===== src/rtl/boolean_sweep_ctrl_if.sv =====
// ---------------------------------------------------------------------------
// boolean_sweep_ctrl_if
//   Bundle between a test/config master and the boolean sweep sequencer.
//   The sequencer (slave side) also drives the boolean function block inputs
//   (abcd) and reads its output (Y), so both live on this bundle.
//
// Signals:
//   start         master -> slave  begin a sweep (honoured only when idle)
//   abort         master -> slave  terminate a running sweep
//   expected      master -> slave  expected truth table, bit i = Y for vector i
//   Y             block  -> slave  boolean function output
//   abcd          slave  -> block  vector driven to the function block
//   busy          slave  -> master sweep in progress (SETTLE/SAMPLE/DONE)
//   done          slave  -> master one-cycle end-of-sweep pulse
//   tt            slave  -> master captured truth table
//   pass          slave  -> master tt matched expected on a complete sweep
//   mismatch_cnt  slave  -> master number of mismatching vectors
//   fail_idx      slave  -> master index of the first mismatching vector
// ---------------------------------------------------------------------------
interface boolean_sweep_ctrl_if #(
    parameter int N_IN = 4
);
    logic                start;
    logic                abort;
    logic [2**N_IN-1:0]  expected;
    logic                Y;
    logic [N_IN-1:0]     abcd;
    logic                busy;
    logic                done;
    logic [2**N_IN-1:0]  tt;
    logic                pass;
    logic [N_IN:0]       mismatch_cnt;
    logic [N_IN-1:0]     fail_idx;

    modport master (
        output start, abort, expected, Y,
        input  abcd, busy, done, tt, pass, mismatch_cnt, fail_idx
    );

    modport slave (
        input  start, abort, expected, Y,
        output abcd, busy, done, tt, pass, mismatch_cnt, fail_idx
    );
endinterface


===== src/rtl/boolean_sweep_ctrl.sv =====
// ---------------------------------------------------------------------------
// boolean_sweep_ctrl
//   Exhaustively sweeps a 2**N_IN-entry boolean function block. Each vector
//   is held SETTLE cycles, then Y is sampled into a truth table and compared
//   against the expected table latched when the sweep was started.
//
// Ports:
//   clk   clock
//   rst   asynchronous, active-high reset
//   bus   boolean_sweep_ctrl_if.slave (start/abort/expected/Y in,
//         abcd/busy/done/tt/pass/mismatch_cnt/fail_idx out)
//
// Parameters:
//   N_IN    number of function inputs (sweep covers 2**N_IN vectors)
//   SETTLE  cycles each vector is held before sampling, 1..255
//
// Optional feature (macro BOOLEAN_SWEEP_STOP_ON_FAIL_EN):
//   When defined, the first mismatch ends the sweep immediately.
// ---------------------------------------------------------------------------
module boolean_sweep_ctrl #(
    parameter int N_IN   = 4,
    parameter int SETTLE = 2
) (
    input  logic                 clk,
    input  logic                 rst,
    boolean_sweep_ctrl_if.slave  bus
);
    localparam int N_VEC = 2**N_IN;

    typedef enum logic [1:0] {
        S_IDLE,
        S_SETTLE,
        S_SAMPLE,
        S_DONE
    } state_t;

    state_t              state_q, state_d;
    logic [7:0]          cnt_q, cnt_d;
    logic [N_IN-1:0]     abcd_q, abcd_d;
    logic [N_VEC-1:0]    exp_q, exp_d;
    logic [N_VEC-1:0]    tt_q, tt_d;
    logic                pass_q, pass_d;
    logic [N_IN:0]       mismatch_cnt_q, mismatch_cnt_d;
    logic [N_IN-1:0]     fail_idx_q, fail_idx_d;
    logic                fail_seen_q, fail_seen_d;

    logic settle_end;
    logic last_vec;
    logic miss;

    assign settle_end = (cnt_q == 8'(SETTLE - 1));
    assign last_vec   = (abcd_q == {N_IN{1'b1}});
    assign miss       = (bus.Y != exp_q[abcd_q]);

    // -----------------------------------------------------------------------
    // State and datapath registers
    // -----------------------------------------------------------------------
    // NOTE: sequential state is updated with non-blocking assignments only,
    // so every flop samples the values from before this edge.
    always_ff @(posedge clk or posedge rst) begin
        if (rst) begin
            state_q        <= S_IDLE;
            cnt_q          <= '0;
            abcd_q         <= '0;
            exp_q          <= '0;
            tt_q           <= '0;
            pass_q         <= 1'b0;
            mismatch_cnt_q <= '0;
            fail_idx_q     <= '0;
            fail_seen_q    <= 1'b0;
        end else begin
            state_q        <= state_d;
            cnt_q          <= cnt_d;
            abcd_q         <= abcd_d;
            exp_q          <= exp_d;
            tt_q           <= tt_d;
            pass_q         <= pass_d;
            mismatch_cnt_q <= mismatch_cnt_d;
            fail_idx_q     <= fail_idx_d;
            fail_seen_q    <= fail_seen_d;
        end
    end

    // -----------------------------------------------------------------------
    // Next-state logic
    // -----------------------------------------------------------------------
    // NOTE: every variable assigned in always_comb gets a default first;
    // a path that leaves one unassigned would infer a latch.
    always_comb begin
        state_d = state_q;
        unique case (state_q)
            S_IDLE:   if (bus.start) state_d = S_SETTLE;
            S_SETTLE: begin
                if (bus.abort)       state_d = S_DONE;
                else if (settle_end) state_d = S_SAMPLE;
            end
            S_SAMPLE: begin
                // Abort still lets this cycle's capture complete (datapath).
                if (bus.abort || last_vec) state_d = S_DONE;
`ifdef BOOLEAN_SWEEP_STOP_ON_FAIL_EN
                else if (miss)             state_d = S_DONE;
`endif
                else                       state_d = S_SETTLE;
            end
            S_DONE:   state_d = S_IDLE;
            default:  state_d = S_IDLE;
        endcase
    end

    // -----------------------------------------------------------------------
    // Datapath next values
    // -----------------------------------------------------------------------
    always_comb begin
        cnt_d          = cnt_q;
        abcd_d         = abcd_q;
        exp_d          = exp_q;
        tt_d           = tt_q;
        pass_d         = pass_q;
        mismatch_cnt_d = mismatch_cnt_q;
        fail_idx_d     = fail_idx_q;
        fail_seen_d    = fail_seen_q;

        unique case (state_q)
            S_IDLE: begin
                if (bus.start) begin
                    exp_d          = bus.expected;
                    abcd_d         = '0;
                    tt_d           = '0;
                    mismatch_cnt_d = '0;
                    fail_idx_d     = '0;
                    fail_seen_d    = 1'b0;
                    pass_d         = 1'b0;
                    cnt_d          = '0;
                end
            end
            S_SETTLE: begin
                if (bus.abort || settle_end) cnt_d = '0;
                else                         cnt_d = cnt_q + 8'd1;
            end
            S_SAMPLE: begin
                tt_d[abcd_q] = bus.Y;
                if (miss) begin
                    mismatch_cnt_d = mismatch_cnt_q + 1'b1;
                    if (!fail_seen_q) begin
                        fail_idx_d  = abcd_q;
                        fail_seen_d = 1'b1;
                    end
                end
                if (state_d == S_SETTLE) abcd_d = abcd_q + 1'b1;
                // pass is registered on DONE entry so it is valid while done=1.
                if (state_d == S_DONE)
                    pass_d = (mismatch_cnt_d == '0) && !bus.abort;
            end
            S_DONE: abcd_d = '0;
            default: ;
        endcase
    end

    // -----------------------------------------------------------------------
    // Outputs
    // -----------------------------------------------------------------------
    always_comb begin
        bus.busy = (state_q != S_IDLE);
        bus.done = (state_q == S_DONE);
    end

    assign bus.abcd         = abcd_q;
    assign bus.tt           = tt_q;
    assign bus.pass         = pass_q;
    assign bus.mismatch_cnt = mismatch_cnt_q;
    assign bus.fail_idx     = fail_idx_q;
endmodule


===== src/flat_wrapper.sv =====
// flat-port wrapper written by rule: the top's interface ports become plain ports
module boolean_sweep_ctrl_flat 
#(
    parameter int N_IN   = 4,
    parameter int SETTLE = 2
)
  (clk, rst, bus_start, bus_abort, bus_expected, bus_Y, bus_abcd, bus_busy, bus_done, bus_tt, bus_pass, bus_mismatch_cnt, bus_fail_idx);
  boolean_sweep_ctrl_if #(.N_IN(N_IN)) bus_i ();
  input  logic clk;
  input  logic rst;
  input wire logic [$bits(bus_i.start)-1:0] bus_start;
  input wire logic [$bits(bus_i.abort)-1:0] bus_abort;
  input wire logic [$bits(bus_i.expected)-1:0] bus_expected;
  input wire logic [$bits(bus_i.Y)-1:0] bus_Y;
  output wire logic [$bits(bus_i.abcd)-1:0] bus_abcd;
  output wire logic [$bits(bus_i.busy)-1:0] bus_busy;
  output wire logic [$bits(bus_i.done)-1:0] bus_done;
  output wire logic [$bits(bus_i.tt)-1:0] bus_tt;
  output wire logic [$bits(bus_i.pass)-1:0] bus_pass;
  output wire logic [$bits(bus_i.mismatch_cnt)-1:0] bus_mismatch_cnt;
  output wire logic [$bits(bus_i.fail_idx)-1:0] bus_fail_idx;
  assign bus_i.start = bus_start;
  assign bus_i.abort = bus_abort;
  assign bus_i.expected = bus_expected;
  assign bus_i.Y = bus_Y;
  assign bus_abcd = bus_i.abcd;
  assign bus_busy = bus_i.busy;
  assign bus_done = bus_i.done;
  assign bus_tt = bus_i.tt;
  assign bus_pass = bus_i.pass;
  assign bus_mismatch_cnt = bus_i.mismatch_cnt;
  assign bus_fail_idx = bus_i.fail_idx;
  boolean_sweep_ctrl #(.N_IN(N_IN), .SETTLE(SETTLE)) u_core (.clk(clk), .rst(rst), .bus(bus_i));
endmodule

===== config.mk =====
export PLATFORM = sky130hd
export DESIGN_NAME = boolean_sweep_ctrl_flat
export DESIGN_NICKNAME = d
export VERILOG_FILES = /design/src/rtl/boolean_sweep_ctrl_if.sv /design/src/rtl/boolean_sweep_ctrl.sv /design/src/flat_wrapper.sv
export SDC_FILE = /design/constraint.sdc
export NUM_CORES = 1
export LEC_CHECK = 0
export ABC_AREA = 1
export CAP_MARGIN = 10
export CORE_MARGIN = 3
export CORE_UTILIZATION = 50
export CTS_CLUSTER_DIAMETER = 30
export DETAILED_ROUTE_END_ITERATION = 10
export PLACE_DENSITY = 0.82
export REMOVE_ABC_BUFFERS = 1
export SETUP_SLACK_MARGIN = 0.15
export SYNTH_ARGS = -nofsm -noshare
export SYNTH_HDL_FRONTEND = slang
export SYNTH_SLANG_ARGS = --single-unit

===== constraint.sdc =====
create_clock -name clk -period 2.08 [get_ports clk]
set_clock_uncertainty 0.1 [all_clocks]
set_input_delay 0.416 -clock clk [delete_from_list [all_inputs] [get_ports clk]]
set_output_delay 0.416 -clock clk [all_outputs]
set_load 0.02 [all_outputs]

==> impl_metrics.env <==
export IMPL_drt_iter0_drc=138
export IMPL_netlist_instances=383
export IMPL_crit_top_cell="nand2_4"
export IMPL_synthArstFlopShare=1.00
export IMPL_min_path_type="in -> async"
export IMPL_cp_data_required_time_ns=2.23
export IMPL_cts_buffer_depth=2
export IMPL_crit_type="reg -> reg"
export IMPL_antenna_found_initial=0
export IMPL_setup_total_negative_slack_ns=0
export IMPL_total_power_uw=4280
export IMPL_grtUsageTotal=0.200
export IMPL_ir_drop_mv=0.519
export IMPL_multi_input_area_um2=1340
export IMPL_finalHoldViolCount=0
export IMPL_synth_edf_count=0
export IMPL_overflow=0
export IMPL_area_growth_pct=31.0
export IMPL_diodes=0
export IMPL_clock_latency_ns=0.33
export IMPL_globalplace_congestion=0.834
export IMPL_ff_latch_area_um2=1430
export IMPL_p_leak_uw=0.00202
export IMPL_maxSlewHeadroom=0.688
export IMPL_place_hpwl_mm=4.98
export IMPL_setup_violations=0
export IMPL_dp_slack_ns=0.131
export IMPL_cpPeakStageDelay_ns=0.44
export IMPL_crit_arrival_ns=2.05
export IMPL_yosysWarnings=0
export IMPL_fin_ws_ns=0.182
export IMPL_die_area_um2=7020
export IMPL_antenna_left=0
export IMPL_ys_types=33
export IMPL_critical_path_top_delay_family="simple AND/OR/NAND/NOR gates"
export IMPL_avgSynthCellArea_um2=7.90
export IMPL_fin_nets=484
export IMPL_cp_buffers_inverters=3
export IMPL_grt_pass1_vias=2563
export IMPL_slew_violations=0
export IMPL_max_cap_violations=0
export IMPL_vias=2702
export IMPL_min_period_over_period=0.912
export IMPL_drc=0
export IMPL_seq_area_frac_synth=0.471
export IMPL_cp_cell_sequence="buf_6 > buf_6 > nand3_1 > nand2_1 > nand2_2 > nand2_2 > inv_2 > nand2_4 > nand2_4 > nand2_4 > o211ai_4 > nand2_1 > o21ai_1"
export IMPL_yosys_register_bits=57
export IMPL_cellPowerDensity_nw_per_um2=1080
export IMPL_synth_main_ff_cell="dfrtp_1"
export IMPL_netlist_top_cells_count="nand2_1 (105), dfrtp_1 (57), inv_1 (51), o21ai_0 (29), nand3_1 (24)"
export IMPL_drive_gt1_frac=0.172
export IMPL_outcome="completed"
export IMPL_yosysTopAreaCell="dfrtp_1"
export IMPL_period_needed_ns=1.90
export IMPL_path_clk_slew_ns=0.06
export IMPL_final_cell_count_no_fill=530
export IMPL_cp_slowest_cell="dfrtp_2"
export IMPL_initial_core_util=0.533
export IMPL_wl_mm=6.86
export IMPL_ys_top_cells_by_area="dfrtp_1 (47%), nand2_1 (13%), inv_1 (6.3%)"
export IMPL_cts_sinks=57
export IMPL_first_pass_iters=5
export IMPL_cts_max_level=3
export IMPL_nFillCells=453
export IMPL_dp_cells=510
export IMPL_cts_root_buf="clkbuf_8"
export IMPL_synth_area_um2=3030
export IMPL_vias_per_cell=5.10
export IMPL_netlist_area_leader_share=0.471
export IMPL_fp_dieH_um=83.8
export IMPL_core_um2=5680
export IMPL_rsz0062_at_grt="true"
export IMPL_post_route_util=0.698
export IMPL_io_pins=53
export IMPL_fmax_mhz=527
export IMPL_numPortBuffers=52
export IMPL_cts_buffers=9
export IMPL_end_kind="register"
export IMPL_post_synth_top_count_cell="nand2_1"
export IMPL_worstSetupStartpointType="register"
export IMPL_wl_per_cell_um=12.9
export IMPL_grt_max_degree=33
export IMPL_timing_critical_path_fanout_max=8
export IMPL_holdBufCountCts=0
export IMPL_worst_pin_slew_ns=0.467
export IMPL_die_x_um=83.8
export IMPL_grt_pass1_wl_mm=11.4
export IMPL_cts_tree="built"
export IMPL_rows=27
## registers in the layout (all words and copies together), names as in the netlist, 2 cells and up
register,cells
u_core.cnt_q,8
u_core.state_q,2
u_core.bus.mismatch_cnt,5
u_core.bus.fail_idx,4
u_core.bus.abcd,4
u_core.bus.tt,16
u_core.exp_q,16
## cell usage in the layout (no fill, tap or decap), types with 4 or more instances in the layout
| cell type | netlist | final |
|---|---|---|
| nand2_1 | 105 | 104 |
| dfrtp_1 | 57 | 55 |
| inv_1 | 51 | 49 |
| clkdlybuf4s50_1 | 0 | 42 |
| o21ai_0 | 29 | 28 |
| nand3_1 | 24 | 23 |
| nor2_1 | 20 | 18 |
| buf_4 | 1 | 16 |
| nand2_2 | 10 | 10 |
| clkbuf_8 | 0 | 10 |
| inv_2 | 10 | 9 |
| o21ai_1 | 9 | 9 |
| nor2_2 | 7 | 8 |
| xor2_1 | 7 | 7 |
| a21oi_1 | 7 | 7 |
| dlygate4sd2_1 | 0 | 7 |
| ha_1 | 7 | 6 |
| o22ai_1 | 5 | 5 |
| o21ai_2 | 3 | 4 |
| nand2_4 | 3 | 4 |
## final cells by class
class,instances,share of cell area
clock inverter,1,0.00126
inverter,61,0.0603
timing repair buffer,73,0.180
tap,72,0.0227
sequential,57,0.360
multi-input combinational,254,0.339
clock buffer,12,0.0366
## metrics by stage
step	cell area, um2	hold WS [ns]
floorplan	2970	0.397
CTS	3850	0.322
detailed placement	3710	0.388
global placement	3710	0.377
global route	3960	0.347
finish	3960	0.318
## path summary, 6_finish.rpt
| check | cells past startpoint | startpoint | to | slack, ns |
|---|---|---|---|---|
| max | 13 | u_core.bus.abcd[1] | u_core.bus.fail_idx[1] | 0.18 |
| min | 2 | rst | u_core.exp_q[13] | 0.32 |
| max reg2reg | 13 | u_core.bus.abcd[1] | u_core.bus.fail_idx[1] | 0.18 |
| min reg2reg | 2 | u_core.bus.fail_idx[0] | u_core.bus.fail_idx[0] | 0.40 |
| max in group asynchronous | 3 | rst | u_core.state_q[0] | 1.09 |
| min in group clk | 2 | u_core.bus.fail_idx[0] | u_core.bus.fail_idx[0] | 0.40 |
## layer usage
metal  GRT usage  vias up  part of all wire
met5           0        -                 0
met4      0.0863        0             0.017
met3      0.0454       13             0.062
met2       0.336       90              0.49
met1       0.247     1243              0.43
li1            -     1356                 -
## cells by family (layout without fill, tap and decap cells)
family	count (synthesis)	after routing	synth area share
simple gates	177	177	0.262
buf+inv	72	147	0.0943
compound gates	62	62	0.120
xor+xnor	8	8	0.0232
fa+ha+maj	7	7	0.0289
flops	57	57	0.471
## power by group
part	total [uW]	switching [uW]	internal [uW]	leakage, uW
Combinational	1910	1190	718	0.00118
Clock	848	405	443	0.0000782
Sequential	1520	148	1380	0.000755
Total	4280	1740	2540	0.00202
## timing repair
item                                    CTS  global route
resized for setup                         8            22
pin swaps                                 0            12
endpoints found under the setup margin    8            17
buffers inserted                          0             7
Note: power is estimated with default switching activity, not from simulation.
